**src/rtl/cp0_unit.sv**
```systemverilog
// cp0_unit: MIPS-style coprocessor-0 register file.
// It holds the exception state (Status, Cause, EPC, BadVAddr), the interrupt
// request logic and, optionally, the Count/Compare timer.
// Optional feature: define CP0_TIMER_EN to build the Count/Compare timer.
// Without the macro, Count and Compare read 0, writes to them are ignored,
// and the timer interrupt is tied low.
module cp0_unit #(
  parameter int          NUM_HW_INT   = 6,
  parameter int          COUNT_DIV    = 1,
  parameter logic [31:0] RESET_STATUS = 32'h1000FF01
) (
  input  logic                  clk,
  input  logic                  reset_n,
  input  logic                  we_i,
  input  logic [4:0]            waddr_i,
  input  logic [31:0]           wdata_i,
  input  logic [4:0]            raddr_i,
  output logic [31:0]           rdata_o,
  input  logic [NUM_HW_INT-1:0] hw_int_i,
  input  logic                  exc_valid_i,
  input  logic [4:0]            exc_code_i,
  input  logic [31:0]           exc_pc_i,
  input  logic                  exc_bd_i,
  input  logic [31:0]           exc_badvaddr_i,
  input  logic                  eret_i,
  output logic [31:0]           status_o,
  output logic [31:0]           cause_o,
  output logic [31:0]           epc_o,
  output logic                  int_req_o,
  output logic                  timer_int_o
);

  localparam logic [4:0]  REG_BADVADDR = 5'd8;
  localparam logic [4:0]  REG_COUNT    = 5'd9;
  localparam logic [4:0]  REG_COMPARE  = 5'd11;
  localparam logic [4:0]  REG_STATUS   = 5'd12;
  localparam logic [4:0]  REG_CAUSE    = 5'd13;
  localparam logic [4:0]  REG_EPC      = 5'd14;

  // Status bits software can change: CU0, IM[7:0], EXL, IE.
  localparam logic [31:0] STATUS_MASK  = 32'h1000_FF03;

  localparam logic [4:0]  EXC_ADEL     = 5'd4;
  localparam logic [4:0]  EXC_ADES     = 5'd5;

  logic [31:0]           status_q;
  logic [31:0]           epc_q;
  logic [31:0]           badvaddr_q;
  logic                  cause_bd_q;
  logic [4:0]            cause_exc_q;
  logic [1:0]            cause_ipsw_q;
  logic [NUM_HW_INT-1:0] ip_hw_q;
  logic [31:0]           count_q;
  logic [31:0]           compare_q;
  logic                  timer_q;

  logic        wr_status;
  logic        wr_cause;
  logic        wr_epc;
  logic        status_exl;
  logic        status_ie;
  logic [7:0]  status_im;
  logic [5:0]  hw_pad;
  logic [7:0]  cause_ip;
  logic [31:0] cause_val;

  assign wr_status  = we_i && (waddr_i == REG_STATUS);
  assign wr_cause   = we_i && (waddr_i == REG_CAUSE);
  assign wr_epc     = we_i && (waddr_i == REG_EPC);

  assign status_exl = status_q[1];
  assign status_ie  = status_q[0];
  assign status_im  = status_q[15:8];

  // Status: mtc0 first, then exception/eret override EXL (last assignment wins).
  // NOTE: state is updated with non-blocking assignments so every register
  // samples the pre-edge values; blocking here would create ordering races.
  always_ff @(posedge clk or negedge reset_n) begin
    if (!reset_n) begin
      status_q <= RESET_STATUS & STATUS_MASK;
    end else begin
      if (wr_status) status_q <= wdata_i & STATUS_MASK;
      if (exc_valid_i)  status_q[1] <= 1'b1;
      else if (eret_i)  status_q[1] <= 1'b0;
    end
  end

  // EPC: the first-level exception overrides a same-cycle mtc0.
  always_ff @(posedge clk or negedge reset_n) begin
    if (!reset_n) begin
      epc_q <= '0;
    end else begin
      if (wr_epc) epc_q <= wdata_i;
      if (exc_valid_i && !status_exl)
        epc_q <= exc_bd_i ? (exc_pc_i - 32'd4) : exc_pc_i;
    end
  end

  // Cause: software IP bits from mtc0, BD/ExcCode from exceptions, hw lines sampled.
  always_ff @(posedge clk or negedge reset_n) begin
    if (!reset_n) begin
      cause_bd_q   <= 1'b0;
      cause_exc_q  <= '0;
      cause_ipsw_q <= '0;
      ip_hw_q      <= '0;
    end else begin
      ip_hw_q <= hw_int_i;
      if (wr_cause) cause_ipsw_q <= wdata_i[9:8];
      if (exc_valid_i) begin
        cause_exc_q <= exc_code_i;
        if (!status_exl) cause_bd_q <= exc_bd_i;
      end
    end
  end

  // BadVAddr: captured only on address-error exceptions.
  always_ff @(posedge clk or negedge reset_n) begin
    if (!reset_n) begin
      badvaddr_q <= '0;
    end else if (exc_valid_i && (exc_code_i == EXC_ADEL || exc_code_i == EXC_ADES)) begin
      badvaddr_q <= exc_badvaddr_i;
    end
  end

`ifdef CP0_TIMER_EN
  logic        div_q;
  logic        count_tick;
  logic [31:0] count_d;
  logic        wr_count;
  logic        wr_compare;

  assign wr_count   = we_i && (waddr_i == REG_COUNT);
  assign wr_compare = we_i && (waddr_i == REG_COMPARE);
  assign count_tick = (COUNT_DIV == 2) ? div_q : 1'b1;

  // Next Count value: mtc0 load, else increment on divider tick (wraps naturally).
  // NOTE: default assignment first so no path leaves count_d unassigned (no latch).
  always_comb begin
    count_d = count_q;
    if (wr_count)        count_d = wdata_i;
    else if (count_tick) count_d = count_q + 32'd1;
  end

  // Timer state: divider phase, Count, Compare and the sticky match flag.
  // The flag looks at the value Count is about to take, so it rises on the
  // same edge Count reaches Compare; a Compare write clears it and wins.
  always_ff @(posedge clk or negedge reset_n) begin
    if (!reset_n) begin
      div_q     <= 1'b0;
      count_q   <= '0;
      compare_q <= '0;
      timer_q   <= 1'b0;
    end else begin
      div_q   <= (wr_count || COUNT_DIV != 2) ? 1'b0 : ~div_q;
      count_q <= count_d;
      if (wr_compare) compare_q <= wdata_i;
      if (wr_compare)                timer_q <= 1'b0;
      else if (count_d == compare_q) timer_q <= 1'b1;
    end
  end
`else
  assign count_q   = '0;
  assign compare_q = '0;
  assign timer_q   = 1'b0;
`endif

  // Assemble Cause.IP: [1:0] software, [2+i] hardware, [7] also the timer.
  assign hw_pad    = 6'(ip_hw_q);
  assign cause_ip  = {hw_pad[5] | timer_q, hw_pad[4:0], cause_ipsw_q};
  assign cause_val = {cause_bd_q, 15'b0, cause_ip, 1'b0, cause_exc_q, 2'b00};

  // Read mux: combinational, shows pre-write values during an mtc0 cycle.
  always_comb begin
    rdata_o = '0;
    case (raddr_i)
      REG_BADVADDR: rdata_o = badvaddr_q;
      REG_COUNT:    rdata_o = count_q;
      REG_COMPARE:  rdata_o = compare_q;
      REG_STATUS:   rdata_o = status_q;
      REG_CAUSE:    rdata_o = cause_val;
      REG_EPC:      rdata_o = epc_q;
      default:      rdata_o = '0;
    endcase
  end

  assign status_o    = status_q;
  assign cause_o     = cause_val;
  assign epc_o       = epc_q;
  assign int_req_o   = (|(cause_ip & status_im)) & status_ie & ~status_exl;
  assign timer_int_o = timer_q;

endmodule

```
**config.mk**
```make
export PLATFORM = sky130hd
export DESIGN_NAME = cp0_unit
export DESIGN_NICKNAME = d
export VERILOG_FILES = /design/src/rtl/cp0_unit.sv
export SDC_FILE = /design/constraint.sdc
export NUM_CORES = 1
export LEC_CHECK = 0
export ABC_CLOCK_PERIOD_IN_PS = 2800
export BUFFER_PORTS_ARGS = -buffer_cell sky130_fd_sc_hd__buf_2
export CORE_ASPECT_RATIO = 0.6
export CORE_MARGIN = 1.5
export CORE_UTILIZATION = 32
export DETAILED_ROUTE_END_ITERATION = 12
export GPL_TIMING_DRIVEN = 1
export SYNTH_ARGS = -nofsm -noshare
export SYNTH_HDL_FRONTEND = slang
export SYNTH_SLANG_ARGS = --single-unit
```
**constraint.sdc**
```tcl
create_clock -name clk -period 2.8 [get_ports clk]
set_clock_uncertainty 0.2 [all_clocks]
set_input_delay 0.14 -clock clk [delete_from_list [all_inputs] [get_ports clk]]
set_output_delay 0.14 -clock clk [all_outputs]
set_load 0.01 [all_outputs]
```
==> out/results.ini <==
[placement]
portBuffers = 212
pre_cts_ws_ns = 0.283
postPlaceCellArea_mm2 = 0.00632
dp_hpwl_mm = 14.4
gp_congestion = 0.855

[synthesis]
synth_edf_count = 0
synth_area_mm2 = 0.00518
netlist-cell-type-count = 53
yosysSeqAreaShare_pct = 43.2
ys_ff_latch = 89
syn_avg_cell_area_um2 = 10.2
netlist_instances = 508
yosys_most_used_dff = dfrtp_1
ys_warn_count = 0
async_flop_share_pct = 100

[cells_and_area]
fin_util_pct = 48.5
antenna_cells = 0
fillers = 1458
multi_input_area_mm2 = 0.00257
num-nets-final = 923
drive_above_1_share_pct = 39.4
fin_area_mm2 = 0.00757
area_growth_pct = 46.0
seq_area_mm2 = 0.00224

[timing]
setup_tns_ns = 0
max_freq_ghz = 0.374
worst_slack_ns = 0.124
rsz0062_at_grt = false
fin_crit_sh_pct = 95.6
hold-worst-slack_ns = 0.0111
min_period_ns = 2.68
worst_slew_pin_slew_ns = 0.805
slew_viol_final = 0
hold_viol_final = 0
finalSetupViolCount = 0
relSlewSlack_pct = 45.9

[clocking]
clock_path_buffers = 2
clk_pin_slew_worst_paths_ns = 0.07
cts_root_buf = clkbuf_16
cts.sinks = 89
insertion_delay_ns = 0.33
cts_tree = done
htree_levels = 3
numCtsBuffers = 9

[drt]
viasPerCell = 5.22
drc = 0
vias = 5254
wl_mm = 19.4
post_drt_wl_per_cell_um = 19.3
firstDrtPassIters = 5
drtAntennaViolNets = 0
drtIter0Drc = 302

[power_and_ir_drop]
p_leak_nw = 3.61
ir_drop_mv = 0.221
p_per_area_mw_per_mm2 = 536

[floorplanning]
start_util_pct = 33.2
core-area_mm2 = 0.0156
die_h_um = 102
die_width_um = 167
dieArea_mm2 = 0.0170
num_rows = 35
ios = 253

[global_route]
grt_overflow = 0
grt_max_degree = 51
grt_pass1_wl_mm = 29.0
grtUsageTotal_pct = 22.6
grt_pass1_vias = 5054
antenna_found_initial = 0

[critical_path]
cp-start-kind = primary input
path_delay_family = simple AND/OR/NAND/NOR gates
cp_slowest_cell = or4_4
crit_fanout = 16
r2r_setup_slack_ns = 0.63
required_ns = 2.86
cp_cell_sequence = dlygate4sd3_1, buf_2, or4_4, or4_1, buf_6, or4_1, a31oi_1
path_class = primary input to flop
cp.arrival_ns = 2.74
worst-path-buf-inv = 3
endpoint_kind = flop
critPathMostFrequentCell = or4_1
critPathMaxStageDelay_ns = 0.58

[outcome]
status = finished clean

[min_path]
hold_path.class = primary input to flop

[run]
max_cap_viol_count = 0

==> layout by cell type, fill, tap and decap left out, types with 3 or more instances in the layout <==
cell type and instances:
buf_2 211, dlygate4sd3_1 90, dfrtp_1 79, mux2_2 49, conb_1 40, and3_1 29
nand2_1 28, a31oi_1 26, a211oi_1 26, nor2_1 19, buf_4 19, a22oi_1 18
a22o_1 16, or4_1 13, inv_1 10, o31ai_1 10, dfstp_2 10, or3_1 9
a21oi_1 9, clkbuf_16 9, xnor2_1 8, nor4_1 7, a222oi_1 6, nor3_1 5
o21ai_0 5, mux2i_1 4, nand3b_1 3, nor3b_2 3, nand4b_1 3, nand3_1 3
o41ai_1 3
==> cell families (layout without fill, tap and decap cells) <==
logic type	count (synthesis)	count (layout)	share of synthesized area, %
and+or+nand+nor	138	138	15.3
AOI/OAI and AO/OA	124	124	17.5
buffers and inverters	92	349	10.5
DFF	89	89	43.2
muxes	53	53	11.4
xor gates and xnor gates	10	10	1.69
adders and majority gates	1	1	0.241
other	1	40	0.0724
==> final timing paths <==
check,startpoint,endpoint,cells after the start
max in group asynchronous,reset_n,status_o[11],3
setup reg to reg,status_o[1],epc_o[4],4
setup / recovery,exc_pc_i[6],epc_o[31],7
min in group asynchronous,reset_n,badvaddr_q[17],2
hold / removal,exc_valid_i,cause_exc_q[4],2
hold reg to reg,badvaddr_q[17],badvaddr_q[17],1
==> power by group <==
part	internal [W]	switching, W
Clock	0.000798	0.000545
Combinational	0.000489	0.000444
Sequential	0.00155	0.000234
==> metal layers <==
| layer | share of wire, % | up-vias | track usage, % | wire, µm |
|---|---|---|---|---|
| met1 | 49 | 2567 | 33.1 | 9510 |
| met5 | 0 | - | 0 | 0 |
| met3 | 8.1 | 11 | 5.47 | 1570 |
| li1 | - | 2427 | - | - |
| met4 | 0.63 | 0 | 4.23 | 123 |
| met2 | 42 | 249 | 34.0 | 8240 |
==> worst reg2reg max path: stages (launching register included) <==
cell and delay, ns:
dfrtp_1 0.55, nand2b_1 0.50, nor2_1 0.11, a31oi_1 0.17, dlygate4sd3_1 0.58
==> cell type report <==
cell class	instances	share of cell area, %
clock buffer	10	3.03
clock inverter	6	1.29
inverter	10	0.496
multi-input combinational	366	34.0
sequential	89	29.6
tap	203	3.36
timing repair buffer	323	28.2
==> timing repair <==
| action | in CTS | in global routing |
|---|---|---|
| gates resized for setup | 0 | 1 |
| endpoints found under the hold margin | 122 | 0 |
| buffers inserted | 0 | 2 |
| setup endpoints to repair | 0 | 1 |
| hold buffers | 90 | 0 |
==> synth_stat cells (2+ instances only) <==
master	instances	area share, %
a211oi_1	26	3.8
a21oi_1	9	0.87
a222oi_1	6	1.2
a22o_1	16	2.7
a22oi_1	18	2.6
a311oi_1	2	0.34
a31oi_1	26	3.1
and3_1	29	3.5
buf_1	4	0.29
buf_4	41	5.9
buf_6	3	0.65
clkbuf_1	30	2.2
dfrtp_1	79	38
dfstp_2	10	5.1
dlygate4sd3_1	2	0.39
inv_1	10	0.72
mux2_2	49	11
mux2i_1	4	0.77
nand2_1	28	2.0
nand3_1	3	0.29
nand3b_1	3	0.43
nand4b_1	3	0.51
nor2_1	19	1.4
nor2b_1	2	0.24
nor3_1	6	0.58
nor3b_1	4	0.58
nor4_1	7	0.85
o21ai_0	5	0.48
o31ai_1	10	1.4
o41ai_1	3	0.51
or3_1	9	1.1
or4_1	13	1.9
xnor2_1	8	1.4
xor2_1	2	0.34
==> registers in the layout, indices dropped and copies added (netlist names) <==
register and cells:
badvaddr_q 32, epc_o 32, status_o 11, hw_pad 6
cause_exc_q 5, cause_ipsw_q 2, cause_bd_q 1
==> through the flow <==
step           instances  power [W]
2_1_floorplan        547    0.00219
3_3_place_gp         899    0.00258
3_5_place_dp         899    0.00261
4_1_cts             1005    0.00409
5_1_grt             1007    0.00425
6_report            1007    0.00406
(Power assumes the default switching activity.)
